===== config.mk =====
export PLATFORM = sky130hd
export DESIGN_NAME = uart_tx_engine
export DESIGN_NICKNAME = d
export VERILOG_FILES = /design/src/rtl/uart_tx_engine.sv
export SDC_FILE = /design/constraint.sdc
export NUM_CORES = 1
export LEC_CHECK = 0
export CAP_MARGIN = 5
export CORE_ASPECT_RATIO = 1.1
export CORE_MARGIN = 5
export CORE_UTILIZATION = 55
export CTS_CLUSTER_DIAMETER = 100
export DETAILED_ROUTE_END_ITERATION = 6
export GPL_TIMING_DRIVEN = 0
export PLACE_DENSITY = 0.83
export SYNTH_ARGS = -nofsm -noshare
export SYNTH_HDL_FRONTEND = slang
export SYNTH_SLANG_ARGS = --single-unit

===== constraint.sdc =====
create_clock -name i_clk -period 2.3 [get_ports i_clk]
set_input_delay 0.575 -clock i_clk [delete_from_list [all_inputs] [get_ports i_clk]]
set_output_delay 0.575 -clock i_clk [all_outputs]
set_load 0.05 [all_outputs]

===== src/rtl/uart_tx_engine.sv =====
// UART transmit engine: one byte per valid/ready handshake, start / LSB-first data / optional parity / stop.
// Define UART_TX_HOLD_EN to add a one-entry holding register so frames can run back-to-back with no idle cycle.
module uart_tx_engine #(
   parameter int P_SYSTEM_CLK       = 100000000,
   parameter int P_UART_BUADRATE    = 115200,
   parameter int P_UART_START_WIDTH = 1,
   parameter int P_UART_DATA_WIDTH  = 8,
   parameter int P_UART_STOP_WIDTH  = 1,
   parameter int P_UART_CHECK_WIDTH = 1,
   parameter int P_UART_CHECK       = 1
) (
   input  logic                         i_clk,
   input  logic                         i_rst,
   output logic                         o_uart_tx,
   input  logic [P_UART_DATA_WIDTH-1:0] i_user_tx_data,
   input  logic                         i_user_tx_valid,
   output logic                         o_user_tx_ready,
   output logic                         o_tx_busy
);

   localparam int DIV      = P_SYSTEM_CLK / P_UART_BUADRATE;
   localparam int CNT_W    = (DIV > 1) ? $clog2(DIV) : 1;
   localparam int MAX_A    = (P_UART_START_WIDTH > P_UART_DATA_WIDTH) ? P_UART_START_WIDTH : P_UART_DATA_WIDTH;
   localparam int MAX_BITS = (MAX_A > P_UART_STOP_WIDTH) ? MAX_A : P_UART_STOP_WIDTH;
   localparam int BIT_W    = $clog2(MAX_BITS + 1);
   localparam int DW       = P_UART_DATA_WIDTH;

   localparam logic [CNT_W-1:0] BAUD_LAST  = CNT_W'(DIV - 1);
   localparam logic [CNT_W-1:0] BAUD_ONE   = CNT_W'(1);
   localparam logic [BIT_W-1:0] BIT_ONE    = BIT_W'(1);
   localparam logic [BIT_W-1:0] START_LAST = BIT_W'(P_UART_START_WIDTH - 1);
   localparam logic [BIT_W-1:0] DATA_LAST  = BIT_W'(P_UART_DATA_WIDTH - 1);
   localparam logic [BIT_W-1:0] STOP_LAST  = BIT_W'(P_UART_STOP_WIDTH - 1);

   typedef enum logic [2:0] {
      ST_IDLE,
      ST_START,
      ST_DATA,
      ST_CHECK,
      ST_STOP
   } state_t;

   state_t            state_q, state_d;
   logic [CNT_W-1:0]  baud_cnt_q, baud_cnt_d;
   logic [BIT_W-1:0]  bit_cnt_q, bit_cnt_d;
   logic [DW-1:0]     shift_q, shift_d;
   logic              parity_q, parity_d;
   logic              tx_q, tx_d;
   logic              ready_q, ready_d;
   logic              busy_q, busy_d;
`ifdef UART_TX_HOLD_EN
   logic [DW-1:0]     hold_q, hold_d;
   logic              hold_full_q, hold_full_d;
`endif

   logic              accept;
   logic              bit_end;
   logic              launch;
   logic [DW-1:0]     launch_data;
   logic [DW-1:0]     shifted;

   function automatic logic parity_of(input logic [DW-1:0] d);
      return (P_UART_CHECK != 0) ? ~^d : ^d;
   endfunction

   assign accept  = i_user_tx_valid && ready_q;
   assign bit_end = (baud_cnt_q == BAUD_LAST);
   assign shifted = shift_q >> 1;

   always_comb begin
      state_d     = state_q;
      baud_cnt_d  = baud_cnt_q;
      bit_cnt_d   = bit_cnt_q;
      shift_d     = shift_q;
      parity_d    = parity_q;
      tx_d        = tx_q;
      busy_d      = busy_q;
      launch      = 1'b0;
      launch_data = i_user_tx_data;
`ifdef UART_TX_HOLD_EN
      hold_d      = hold_q;
      hold_full_d = hold_full_q;
`endif

      if (state_q != ST_IDLE) begin
         baud_cnt_d = bit_end ? '0 : baud_cnt_q + BAUD_ONE;
      end

      case (state_q)
         ST_IDLE: begin
            baud_cnt_d = '0;
            bit_cnt_d  = '0;
`ifdef UART_TX_HOLD_EN
            if (hold_full_q) begin
               launch      = 1'b1;
               launch_data = hold_q;
               hold_full_d = 1'b0;
            end else if (accept) begin
               launch = 1'b1;
            end
`else
            launch = accept;
`endif
         end
         ST_START: begin
            if (bit_end) begin
               if (bit_cnt_q == START_LAST) begin
                  bit_cnt_d = '0;
                  state_d   = ST_DATA;
                  tx_d      = shift_q[0];
               end else begin
                  bit_cnt_d = bit_cnt_q + BIT_ONE;
               end
            end
         end
         ST_DATA: begin
            if (bit_end) begin
               shift_d = shifted;
               if (bit_cnt_q == DATA_LAST) begin
                  bit_cnt_d = '0;
                  if (P_UART_CHECK_WIDTH == 1) begin
                     state_d = ST_CHECK;
                     tx_d    = parity_q;
                  end else begin
                     state_d = ST_STOP;
                     tx_d    = 1'b1;
                  end
               end else begin
                  bit_cnt_d = bit_cnt_q + BIT_ONE;
                  tx_d      = shifted[0];
               end
            end
         end
         ST_CHECK: begin
            if (bit_end) begin
               state_d   = ST_STOP;
               tx_d      = 1'b1;
               bit_cnt_d = '0;
            end
         end
         ST_STOP: begin
            if (bit_end) begin
               if (bit_cnt_q == STOP_LAST) begin
                  state_d   = ST_IDLE;
                  busy_d    = 1'b0;
                  tx_d      = 1'b1;
                  bit_cnt_d = '0;
`ifdef UART_TX_HOLD_EN
                  if (hold_full_q) begin
                     launch      = 1'b1;
                     launch_data = hold_q;
                     hold_full_d = 1'b0;
                  end
`endif
               end else begin
                  bit_cnt_d = bit_cnt_q + BIT_ONE;
               end
            end
         end
         default: state_d = ST_IDLE;
      endcase

      // Parity is fixed at launch so later data changes cannot affect the frame
      if (launch) begin
         shift_d    = launch_data;
         parity_d   = parity_of(launch_data);
         tx_d       = 1'b0;
         busy_d     = 1'b1;
         state_d    = ST_START;
         bit_cnt_d  = '0;
         baud_cnt_d = '0;
      end

`ifdef UART_TX_HOLD_EN
      if (accept && state_q != ST_IDLE) begin
         hold_d      = i_user_tx_data;
         hold_full_d = 1'b1;
      end
      ready_d = !hold_full_d;
`else
      ready_d = (state_d == ST_IDLE);
`endif
   end

   always_ff @(posedge i_clk or posedge i_rst) begin
      if (i_rst) begin
         state_q     <= ST_IDLE;
         baud_cnt_q  <= '0;
         bit_cnt_q   <= '0;
         shift_q     <= '0;
         parity_q    <= 1'b0;
         tx_q        <= 1'b1;
         ready_q     <= 1'b0;
         busy_q      <= 1'b0;
`ifdef UART_TX_HOLD_EN
         hold_q      <= '0;
         hold_full_q <= 1'b0;
`endif
      end else begin
         state_q     <= state_d;
         baud_cnt_q  <= baud_cnt_d;
         bit_cnt_q   <= bit_cnt_d;
         shift_q     <= shift_d;
         parity_q    <= parity_d;
         tx_q        <= tx_d;
         ready_q     <= ready_d;
         busy_q      <= busy_d;
`ifdef UART_TX_HOLD_EN
         hold_q      <= hold_d;
         hold_full_q <= hold_full_d;
`endif
      end
   end

   assign o_uart_tx       = tx_q;
   assign o_user_tx_ready = ready_q;
   assign o_tx_busy       = busy_q;

endmodule

# After elaboration in Yosys (flattened, before gate mapping)
# Index checks and enable logic that the tools add are counted.
# op_classes
addsub	2
eq_ne	13
muxes	37
n_reduce_logical	18
# op_table
cell	count
$mux W10	4
$mux W3	8
$mux W4	6
$mux W8	3
$ne A3 B3 Y1 const B	6
$pmux W4 S4	1
$pmux W3 S5	1
$mux W1	13
$add A10 B1 Y10 const B	1
$eq A10 B10 Y1 const B	1
$reduce_bool A5 Y1	2
$reduce_bool A2 Y1	4
$reduce_xnor A8 Y1	1
$reduce_and A7 Y1	1
$eq A3 B2 Y1 const B	2
$logic_not A3 Y1	2
$reduce_bool A3 Y1	2
$add A4 B1 Y4 const B	1
$eq A4 B3 Y1 const B	1
$logic_not A4 Y1	1
$pmux W1 S4	1
$reduce_and A4 Y1	1
$eq A3 B1 Y1 const B	1
$eq A3 B3 Y1 const B	1
5 further kinds	5
# word_totals
ff_bits	29
in_bits	11

# Depth between registers and ports, before layout
# Gate-level depths: netlist of run 1.
# depth
depth_word	6
mapped_depth	7

# Worst setup path after synthesis of run 1
# Ideal clock, no wire load.
# synth_path
path_type	reg-to-reg
start	register baud_cnt_q[0]
end	register bit_cnt_q[0]
setup_ns	0.125
t_arrival_ns	1.668
slack_ns	0.507
stages_incl_launch_ff	6
period_less_slack_ns	1.793
path_cell_list	dfrtp_1 -> ha_1 -> and3_1 -> a41oi_1 -> and2_4 -> mux2_4
# synth_via
elab_chain_len	3
word_cells_on_any_way	5
cone_classes	eq/ne (4); reduce/logical (1)
# synth_lines
element	line	rtl
from (decl)	44	logic [CNT_W-1:0] baud_cnt_q, baud_cnt_d;
from (signal assigned)	201	baud_cnt_q <= baud_cnt_d;
$eq A10 B10 Y1 *	67	assign bit_end = (baud_cnt_q == BAUD_LAST);
$ne A3 B3 Y1 (no source line) / $ne A3 B1 Y1 (equally long branches)	-	
$reduce_and A4 Y1 (no source line) *	-	
to (signal assigned)	202	bit_cnt_q <= bit_cnt_d;
to (decl)	45	logic [BIT_W-1:0] bit_cnt_q, bit_cnt_d;
# Mark *: on every way between the ends. The rest lies on a longest branch, timed or not.
# A chain may end at the register's enable or synchronous reset.

# Final worst setup path of run 1
# layout_path
start	register tx_q (netlist: o_uart_tx)
end	output o_uart_tx
# layout_rtl
element	line	rtl
from (decl)	48	logic tx_q, tx_d;
from (signal assigned)	205	tx_q <= tx_d;
to (decl)	14	output logic o_uart_tx,
# No word-level cell between the ends.

==> results of run 1 <==
-- cell families after synthesis --
family | after synthesis | share of synthesized area, %
AO/OA/AOI/OAI | 24 | 10.5
multiplexers | 17 | 11.6
adder cells (fa/ha/maj) | 3 | 2.25
XOR/XNOR | 16 | 8.40
buffers and inverters | 13 | 3.90
flip-flops | 29 | 43.6
AND/OR/NAND/NOR | 57 | 19.7
-- cells in the mapped netlist, drive strengths merged (2+ instances only) --
| cell type | number |
|---|---|
| a21oi | 3 |
| and3 | 4 |
| buf | 6 |
| dfrtp | 28 |
| ha | 3 |
| inv | 7 |
| mux2 | 16 |
| nand2 | 7 |
| nand3 | 10 |
| nand4 | 3 |
| nor2 | 17 |
| nor2b | 2 |
| nor3 | 2 |
| nor3b | 2 |
| o21ai | 10 |
| o31ai | 2 |
| or3b | 3 |
| xnor2 | 10 |
| xor2 | 6 |
-- power breakdown --
group          total [W]  switching (W)  internal (W)  leakage [nW]
Sequential      0.000509              0      0.000509         0.377
Combinational  0.0000506      0.0000226     0.0000280         0.446
Clock           0.000352       0.000175      0.000177        0.0413
Total           0.000912       0.000198      0.000714         0.864
-- state kept, by name, indices dropped and copies added (netlist names) --
signal           flops
bit_cnt_q            4
o_user_tx_ready      1
state_q              3
parity_q             1
baud_cnt_q          10
o_uart_tx            1
shift_q              8
o_tx_busy            1
-- metal layers --
| layer | vias up | part of all wire (%) |
|---|---|---|
| met2 | 20 | 51 |
| met1 | 602 | 43 |
| li1 | 601 | - |
| met4 | 0 | 1.8 |
| met3 | 6 | 3.6 |
| met5 | - | 0 |
-- per-stage QoR --
stage / area [um2] / util (%) / std cells / hold slack, ps
after floorplan: 1670 / - / 159 / 444
after global placement: 1840 / 61.4 / 206 / 468
after detailed placement: 1840 / 61.4 / 206 / 467
after CTS: 1910 / 63.8 / 214 / 486
after global routing: 1910 / 63.8 / 214 / 519
final: 1910 / 63.8 / 214 / 481
-- worst paths after layout --
check                      startpoint            to  cells after the start
setup / recovery            o_uart_tx     o_uart_tx                      1
hold / removal              o_uart_tx     o_uart_tx                      2
setup reg to reg           state_q[1]    shift_q[1]                      6
hold reg to reg             o_uart_tx     o_uart_tx                      2
max in group asynchronous       i_rst  bit_cnt_q[1]                      2
min in group asynchronous       i_rst    state_q[2]                      2
-- area by class of cell --
class / count / area, um2
plain buffers: 6 / 38.8
clock buffers: 7 / 65.1
well taps: 34 / 42.5
flip-flops and latches: 29 / 727
multi-input cells: 117 / 876
fillers: 237 / 1080
repair buffers: 13 / 130
clock inverters: 1 / 5.00
inverters: 7 / 26.3
==> reports/results.ini, run 1 <==
[yosys]
yosysSeqAreaShare_pct=43.6
async_flop_share_pct=100
avgSynthCellArea_um2=10.5
syn_nets=173
ys_top_cells_by_area=dfrtp_1, mux2_2, xnor2_1
synth_top_area_share_pct=42.0
syn-cell-area_um2=1670
syn_inst=159
synth_warnings=0
synth_edf_count=0
synth_ff_type=dfrtp_1
synth-seq-cells=29
yosys.area.top_type=dfrtp_1
synthDistinctLibCells=45

[layout]
syn2layout_area_growth_pct=14.6
layout_commonest_cell=dfrtp_1
layout_common_cells=dfrtp_1, nor2_1, mux2_2
final_nets=193
final_layout_size_suffix_gt1_share_pct=22.2
num_antenna_cells=0

[job]
cap_violations=0

[status]
status=finished clean

[sta]
rsz0062_at_grt=false
finalCriticalPeriod_ps=2230
clock_skew_ps=12.1
relSlewSlack_pct=28.9
finalHoldViolations=0
clock.fmax_mhz=448
min_period_over_period_pct=97.0
finalSetupViolations=0
tns_ps=0
tightest_slew_ps=1070
final_max_slew_viol_count=0
worst_slack_ps=68.5

[global_routing]
grt_overflow=0
grt_pass1_vias=1194
gr-usage-met2_pct=28.0
gr-usage-met1_pct=18.4
grt_use_met3_pct=4.99
grt_pass1_wl_um=5350
grt_usage_pct=16.1
grt_antenna_before_repair=0
busiest_layer=met2
grt_max_degree=30

[power_and_ir_drop]
p_total_w=0.000912
max-vdd-ir-drop_mv=0.469
p_leak_nw=0.864
power.density_nw_per_um2=477

[routing]
routedWlPerCell_um=14.1
viasPerCell=5.74
route.detailed.drc=0
dr.pass1.iters=4
drt_iter0_markers=41
wirelength_um=3020
vias=1229
ant_nets=0

[critical_path]
cp-start-kind=register
cp_num_buf_inv=1
critical_path.cell_chain=clkdlybuf4s50_1
crit_path_end_kind=primary output
critical-path-top-delay-family=buffers and inverters
required_ps=1730
r2r_slack_ps=290
slowest_stage=clkdlybuf4s50_1
slowest_delay_ps=790
critPathArrivalTime_ps=1660
crit_type=reg2out
crit_fanout=2

[clocking]
clk_pin_slew_worst_paths_ps=90
cts_tree=done
clk_latency_ps=330
cts_setup_buffers=0
htree_levels=2
cts_resized=0
cts_buffer_depth=2
cts_hold_buf=0
cts-buffers-inserted=5
numClockSinks=29
cts_root_buffer=clkbuf_4

[placed_design]
dp_slack_ps=136
place.gp.congestion=0.922
portBuffers=13
dp.final_hpwl_um=2280

[floorplan]
std_cell_rows=21
initial_core_util_pct=55.7
fp.dieH_um=67.8
die_x_um=62.5
ios=14
die_area_um2=4240
core_area_um2=3000

[min_path]
min_path_type=reg2reg

No activity file was read; power rests on OpenSTA's default activity.
==> run 2: changes to the inputs <==
- clock period: 2.3 -> 2.7 ns (I/O delays scaled with it)
==> results of run 2 <==
Same layout as run 1 (identical final DEF). Status: finished clean.
Main changes from that run: setup slack after placement 136 ps -> 436 ps; setup slack after layout 68.5 ps -> 368 ps; register-to-register setup slack 290 ps -> 690 ps; total power 0.000912 W -> 0.000777 W; worst IR drop on VDD 0.469 mV -> 0.400 mV
